===== src/rtl/rename_reg_file.sv =====
// Architectural register file with per-register rename tags.
// Each register holds a committed value and the ROB tag of its pending
// producer (0 = value ready). Issue renames, commit writes back and releases
// the tag if it still matches, and flush drops all speculative tags.

// One architectural register: committed value plus pending-producer tag.
module rename_reg_entry #(
  parameter int VAL_WIDTH = 32,
  parameter int TAG_WIDTH = 5
) (
  input  logic                 clk,
  input  logic                 rst_in,
  input  logic                 rdy_in,
  input  logic                 flush,
  input  logic                 issue_hit,
  input  logic [TAG_WIDTH-1:0] issue_tag,
  input  logic                 commit_hit,
  input  logic [VAL_WIDTH-1:0] commit_res,
  input  logic [TAG_WIDTH-1:0] commit_lab,
  output logic [VAL_WIDTH-1:0] val,
  output logic [TAG_WIDTH-1:0] lab
);

  // Committed value: commit is architectural, so it lands even under flush.
  always_ff @(posedge clk) begin
    if (rst_in)
      val <= '0;
    else if (rdy_in && commit_hit)
      val <= commit_res;
  end

  // Tag: flush clears everything, a new issue beats a same-cycle release,
  // and a commit only releases the tag if it is still the latest producer.
  always_ff @(posedge clk) begin
    if (rst_in)
      lab <= '0;
    else if (rdy_in) begin
      if (flush)
        lab <= '0;
      else if (issue_hit)
        lab <= issue_tag;
      else if (commit_hit && (lab == commit_lab))
        lab <= '0;
    end
  end

endmodule

// Combinational read port with commit bypass.
module rename_reg_rdport #(
  parameter int REG_COUNT = 32,
  parameter int REG_WIDTH = 5,
  parameter int VAL_WIDTH = 32,
  parameter int TAG_WIDTH = 5
) (
  input  logic [REG_COUNT-1:0][VAL_WIDTH-1:0] val_q,
  input  logic [REG_COUNT-1:0][TAG_WIDTH-1:0] lab_q,
  input  logic [REG_WIDTH-1:0]                rs,
  input  logic                                commit_en,
  input  logic [REG_WIDTH-1:0]                commit_rd,
  input  logic [VAL_WIDTH-1:0]                commit_res,
  input  logic [TAG_WIDTH-1:0]                commit_lab,
  output logic [TAG_WIDTH-1:0]                rf_label,
  output logic [VAL_WIDTH-1:0]                rf_val
);

  logic [TAG_WIDTH-1:0] lab_rd;
  logic [VAL_WIDTH-1:0] val_rd;
  logic                 bypass;

  // Entry 0 is tied to zero, so rs==0 reads 0/0 without a special case here;
  // the explicit rs check only keeps a stray x0 commit from bypassing.
  always_comb begin
    lab_rd = lab_q[rs];
    val_rd = val_q[rs];
    bypass = commit_en && (commit_rd == rs) && (rs != '0) &&
             (lab_rd == commit_lab);
    rf_label = bypass ? '0 : lab_rd;
    rf_val   = bypass ? commit_res : val_rd;
  end

endmodule

// Top: register array plus two read ports.
module rename_reg_file #(
  parameter int REG_COUNT    = 32,
  parameter int REG_WIDTH    = 5,
  parameter int VAL_WIDTH    = 32,
  parameter int ROB_ID_WIDTH = 4
) (
  input  logic                    clk,
  input  logic                    rst_in,
  input  logic                    rdy_in,
  input  logic                    issue_en,
  input  logic [REG_WIDTH-1:0]    issue_rd,
  input  logic [ROB_ID_WIDTH:0]   issue_tag,
  input  logic [REG_WIDTH-1:0]    rs1,
  input  logic [REG_WIDTH-1:0]    rs2,
  input  logic                    commit_en,
  input  logic [REG_WIDTH-1:0]    commit_rd,
  input  logic [VAL_WIDTH-1:0]    commit_res,
  input  logic [ROB_ID_WIDTH:0]   commit_lab,
  input  logic                    flush,
  output logic [ROB_ID_WIDTH:0]   rf_label1,
  output logic [ROB_ID_WIDTH:0]   rf_label2,
  output logic [VAL_WIDTH-1:0]    rf_val1,
  output logic [VAL_WIDTH-1:0]    rf_val2
);

  localparam int TAG_WIDTH = ROB_ID_WIDTH + 1;

  logic [REG_COUNT-1:0][VAL_WIDTH-1:0] val_q;
  logic [REG_COUNT-1:0][TAG_WIDTH-1:0] lab_q;

  // x0 is hardwired: no storage, always reads value 0 and tag 0.
  assign val_q[0] = '0;
  assign lab_q[0] = '0;

  genvar i;
  generate
    for (i = 1; i < REG_COUNT; i++) begin : g_reg
      logic issue_hit;
      logic commit_hit;

      // Per-register decode of the shared issue/commit buses.
      always_comb begin
        issue_hit  = issue_en  && (issue_rd  == REG_WIDTH'(i));
        commit_hit = commit_en && (commit_rd == REG_WIDTH'(i));
      end

      rename_reg_entry #(
        .VAL_WIDTH (VAL_WIDTH),
        .TAG_WIDTH (TAG_WIDTH)
      ) u_entry (
        .clk        (clk),
        .rst_in     (rst_in),
        .rdy_in     (rdy_in),
        .flush      (flush),
        .issue_hit  (issue_hit),
        .issue_tag  (issue_tag),
        .commit_hit (commit_hit),
        .commit_res (commit_res),
        .commit_lab (commit_lab),
        .val        (val_q[i]),
        .lab        (lab_q[i])
      );
    end
  endgenerate

  rename_reg_rdport #(
    .REG_COUNT (REG_COUNT),
    .REG_WIDTH (REG_WIDTH),
    .VAL_WIDTH (VAL_WIDTH),
    .TAG_WIDTH (TAG_WIDTH)
  ) u_rd1 (
    .val_q      (val_q),
    .lab_q      (lab_q),
    .rs         (rs1),
    .commit_en  (commit_en),
    .commit_rd  (commit_rd),
    .commit_res (commit_res),
    .commit_lab (commit_lab),
    .rf_label   (rf_label1),
    .rf_val     (rf_val1)
  );

  rename_reg_rdport #(
    .REG_COUNT (REG_COUNT),
    .REG_WIDTH (REG_WIDTH),
    .VAL_WIDTH (VAL_WIDTH),
    .TAG_WIDTH (TAG_WIDTH)
  ) u_rd2 (
    .val_q      (val_q),
    .lab_q      (lab_q),
    .rs         (rs2),
    .commit_en  (commit_en),
    .commit_rd  (commit_rd),
    .commit_res (commit_res),
    .commit_lab (commit_lab),
    .rf_label   (rf_label2),
    .rf_val     (rf_val2)
  );

endmodule


===== config.mk =====
export PLATFORM = sky130hd
export DESIGN_NAME = rename_reg_file
export DESIGN_NICKNAME = d
export VERILOG_FILES = /design/src/rtl/rename_reg_file.sv
export SDC_FILE = /design/constraint.sdc
export NUM_CORES = 2
export LEC_CHECK = 0
export CAP_MARGIN = 20
export CORE_MARGIN = 2
export CORE_UTILIZATION = 60
export CTS_BUF_LIST = sky130_fd_sc_hd__clkbuf_8
export DETAILED_ROUTE_END_ITERATION = 6
export PLACE_DENSITY_LB_ADDON = 0.15
export SYNTH_ARGS = -nofsm -noshare
export SYNTH_HDL_FRONTEND = slang
export SYNTH_SLANG_ARGS = --single-unit

===== constraint.sdc =====
create_clock -name clk -period 7.2 [get_ports clk]
set_clock_uncertainty 0.2 [all_clocks]
set_input_delay 0.72 -clock clk [delete_from_list [all_inputs] [get_ports clk]]
set_output_delay 0.72 -clock clk [all_outputs]
set_load 0.01 [all_outputs]

==> metrics.cfg <==
[status]
status=complete, no violations

[clock_tree]
h-tree-depth=4
cts_buffer_depth=3
numCtsBuffers=187
root_buffer=clkbuf_8
cts_setup_buffers=0
post_cts_resized=0
insertion_delay_ns=0.93
cts.clk_slew.worst_paths_ns=0.06
cts_tree=yes
clkSinkCount=1147
ctsHoldBuffers=0

[worst_hold_path]
min_path_type=in -> reg
whs_path_depth=2
hp-start=rst_in

[worst_setup_path]
cp.arrival_ns=5.29
worst-setup-path-type=in -> out
reg2reg_depth=5
startpoint_type=input port
worst-path-max-fanout=60
end_kind=output pin
reg2reg_from=g_reg[27].u_entry.lab[2]
startpoint=rs2[3]
required_ns=6.28

[sta]
worst_pin_slew_ns=1.287
setup_viol=0
tns_ns=0
timing.fmax_mhz=161.0
hold_viol=0
slew-limit-headroom_pct=14.01
rsz0062_at_grt=no
min_period_ns=6.212
report.final.slew_viol_count=0
finalCritPeriodShare_pct=86.28

[layout]
final_cell_mix=2089 x nand2_1, 1147 x dfxtp_1, 1078 x a21oi_1
nFillCells=8123
synthToLayoutAreaGrowth_pct=9.656
layout_commonest_cell=nand2_1
seqCellArea_um2=22960
multi_input_area_um2=36380
fin_nets=6667
layout-drive-gt1-share_pct=19.69
fin_area_um2=67800

[floorplanning]
start_util_pct=60.60
dieHeight_um=325.0
die_area_um2=105600
ioPinCount=142
coreArea_um2=102000
rows=117
die_w_um=325.0

[placement]
port_buffers=141
dp_hpwl_mm=130.5
gp_congestion=0.9849
placed_cell_area_um2=63840

[synth]
synth_top_flop_cell=dfxtp_1
synth_nets=6901
ys_ff_latch=1147
synth-edff-count=0
synth_area_per_cell_um2=9.049
synth_cells=6833
yosysWarnings=0
ys_seq_area_share_pct=37.14
yosysUniqueCellTypes=66
syn_area_um2=61830
async_flop_share_pct=0

[power_and_ir_drop]
peakVddDrop_v=0.0001736
cellLeakagePower_nw=22.21
power_density_nw_per_um2=199.6
total_power_mw=13.54

[global_routing]
antenna_found_initial=1
grt_pass1_vias=53180
grt_max_degree=213
grt_pass1_wl_mm=337.1
grt_overflow=0
grtUsageTotal_pct=42.25

[route]
drtAntennaViolNets=0
drt_iter0_drc=8224
dr_total_vias=55340
drcViolationCount=0
viasPerCell=6.819
dr.pass1.iters=6
routed_wl_mm=227.3
routedWlPerCell_um=28.00

[job]
maxCapViolations=0

## cell families after synthesis
family                    count (synthesis)  share of synthesized area (%)
buffers and inverters                   719                          4.612
AOI/OAI and AO/OA                      1296                          11.64
DFF                                    1147                          37.14
xor gates and xnor gates                163                          2.309
muxes                                   853                          27.23
and+or+nand+nor                        2655                          17.07
## synthesized netlist by cell type, types with 30 or more instances
| master | count | share of area (%) |
|---|---|---|
| nand3_1 | 109 | 0.88 |
| a22o_1 | 66 | 0.93 |
| nand4_1 | 32 | 0.32 |
| nand2_1 | 2113 | 13 |
| mux2_2 | 150 | 2.7 |
| buf_1 | 67 | 0.41 |
| o31ai_1 | 30 | 0.36 |
| dfxtp_1 | 1147 | 37 |
| xnor2_1 | 95 | 1.3 |
| mux4_2 | 633 | 23 |
| mux2i_1 | 41 | 0.66 |
| a21oi_1 | 1078 | 8.7 |
| clkbuf_1 | 561 | 3.4 |
| buf_2 | 74 | 0.60 |
| nor2_1 | 259 | 1.6 |
| xor2_1 | 68 | 0.96 |
| a22oi_1 | 67 | 0.81 |
## critical path: stages
cell             delay, ns
buf_6                 0.66
buf_4                 0.69
mux4_2                0.47
o22ai_1               0.43
nor2_1                0.08
nand4bb_4             0.82
buf_12                0.46
mux2_2                0.28
clkdlybuf4s50_1       0.54
## state kept, by name (all words and copies together) (netlist names)
register and cells:
g.u_entry.val 992, g.u_entry.lab 155
## metal layers
layer	vias up	part of all wire (%)	global-route usage, %
met2	4199	43	61.87
met1	26560	35	54.66
li1	23570	-	-
met3	1005	15	13.08
met5	-	0.0035	0
met4	2	7.1	26.48
## final cells by class
class | count | share of cell area [%]
Clock inverter | 108 | 1.089
Clock buffer | 227 | 4.608
Tap cell | 1368 | 2.524
Multi-Input combinational cell | 4967 | 53.66
Antenna cell | 3 | 0.01107
Timing Repair Buffer | 290 | 4.209
Inverter | 6 | 0.03322
Sequential cell | 1147 | 33.87
## metrics by stage
stage	hold slack (ns)	worst slack (ns)	instances	util, %
6_report	0.1603	0.9877	8116	66.45
5_1_grt	0.1929	0.9895	8114	66.45
3_3_place_gp	0.2480	1.242	7766	62.40
4_1_cts	0.1337	1.171	8109	66.35
2_1_floorplan	0.2424	2.673	6833	-
3_5_place_dp	0.2566	1.173	7774	62.57
## path summary, 6_finish.rpt
kind,end,slack [ns]
worst min register to register,g_reg[15].u_entry.val[11],0.26
worst min-delay path,g_reg[24].u_entry.val[12],0.16
worst max register to register,g_reg[27].u_entry.lab[2],5.09
worst max-delay path,rf_val2[26],0.99
## where the power goes
group | switching, mW | leakage, nW | internal [mW] | total [mW]
Sequential | 0.0187 | 9.24 | 6.37 | 6.39
Combinational | 0.804 | 10.7 | 0.376 | 1.18
Clock | 2.79 | 2.25 | 3.17 | 5.97
(Power assumes the default switching activity.)
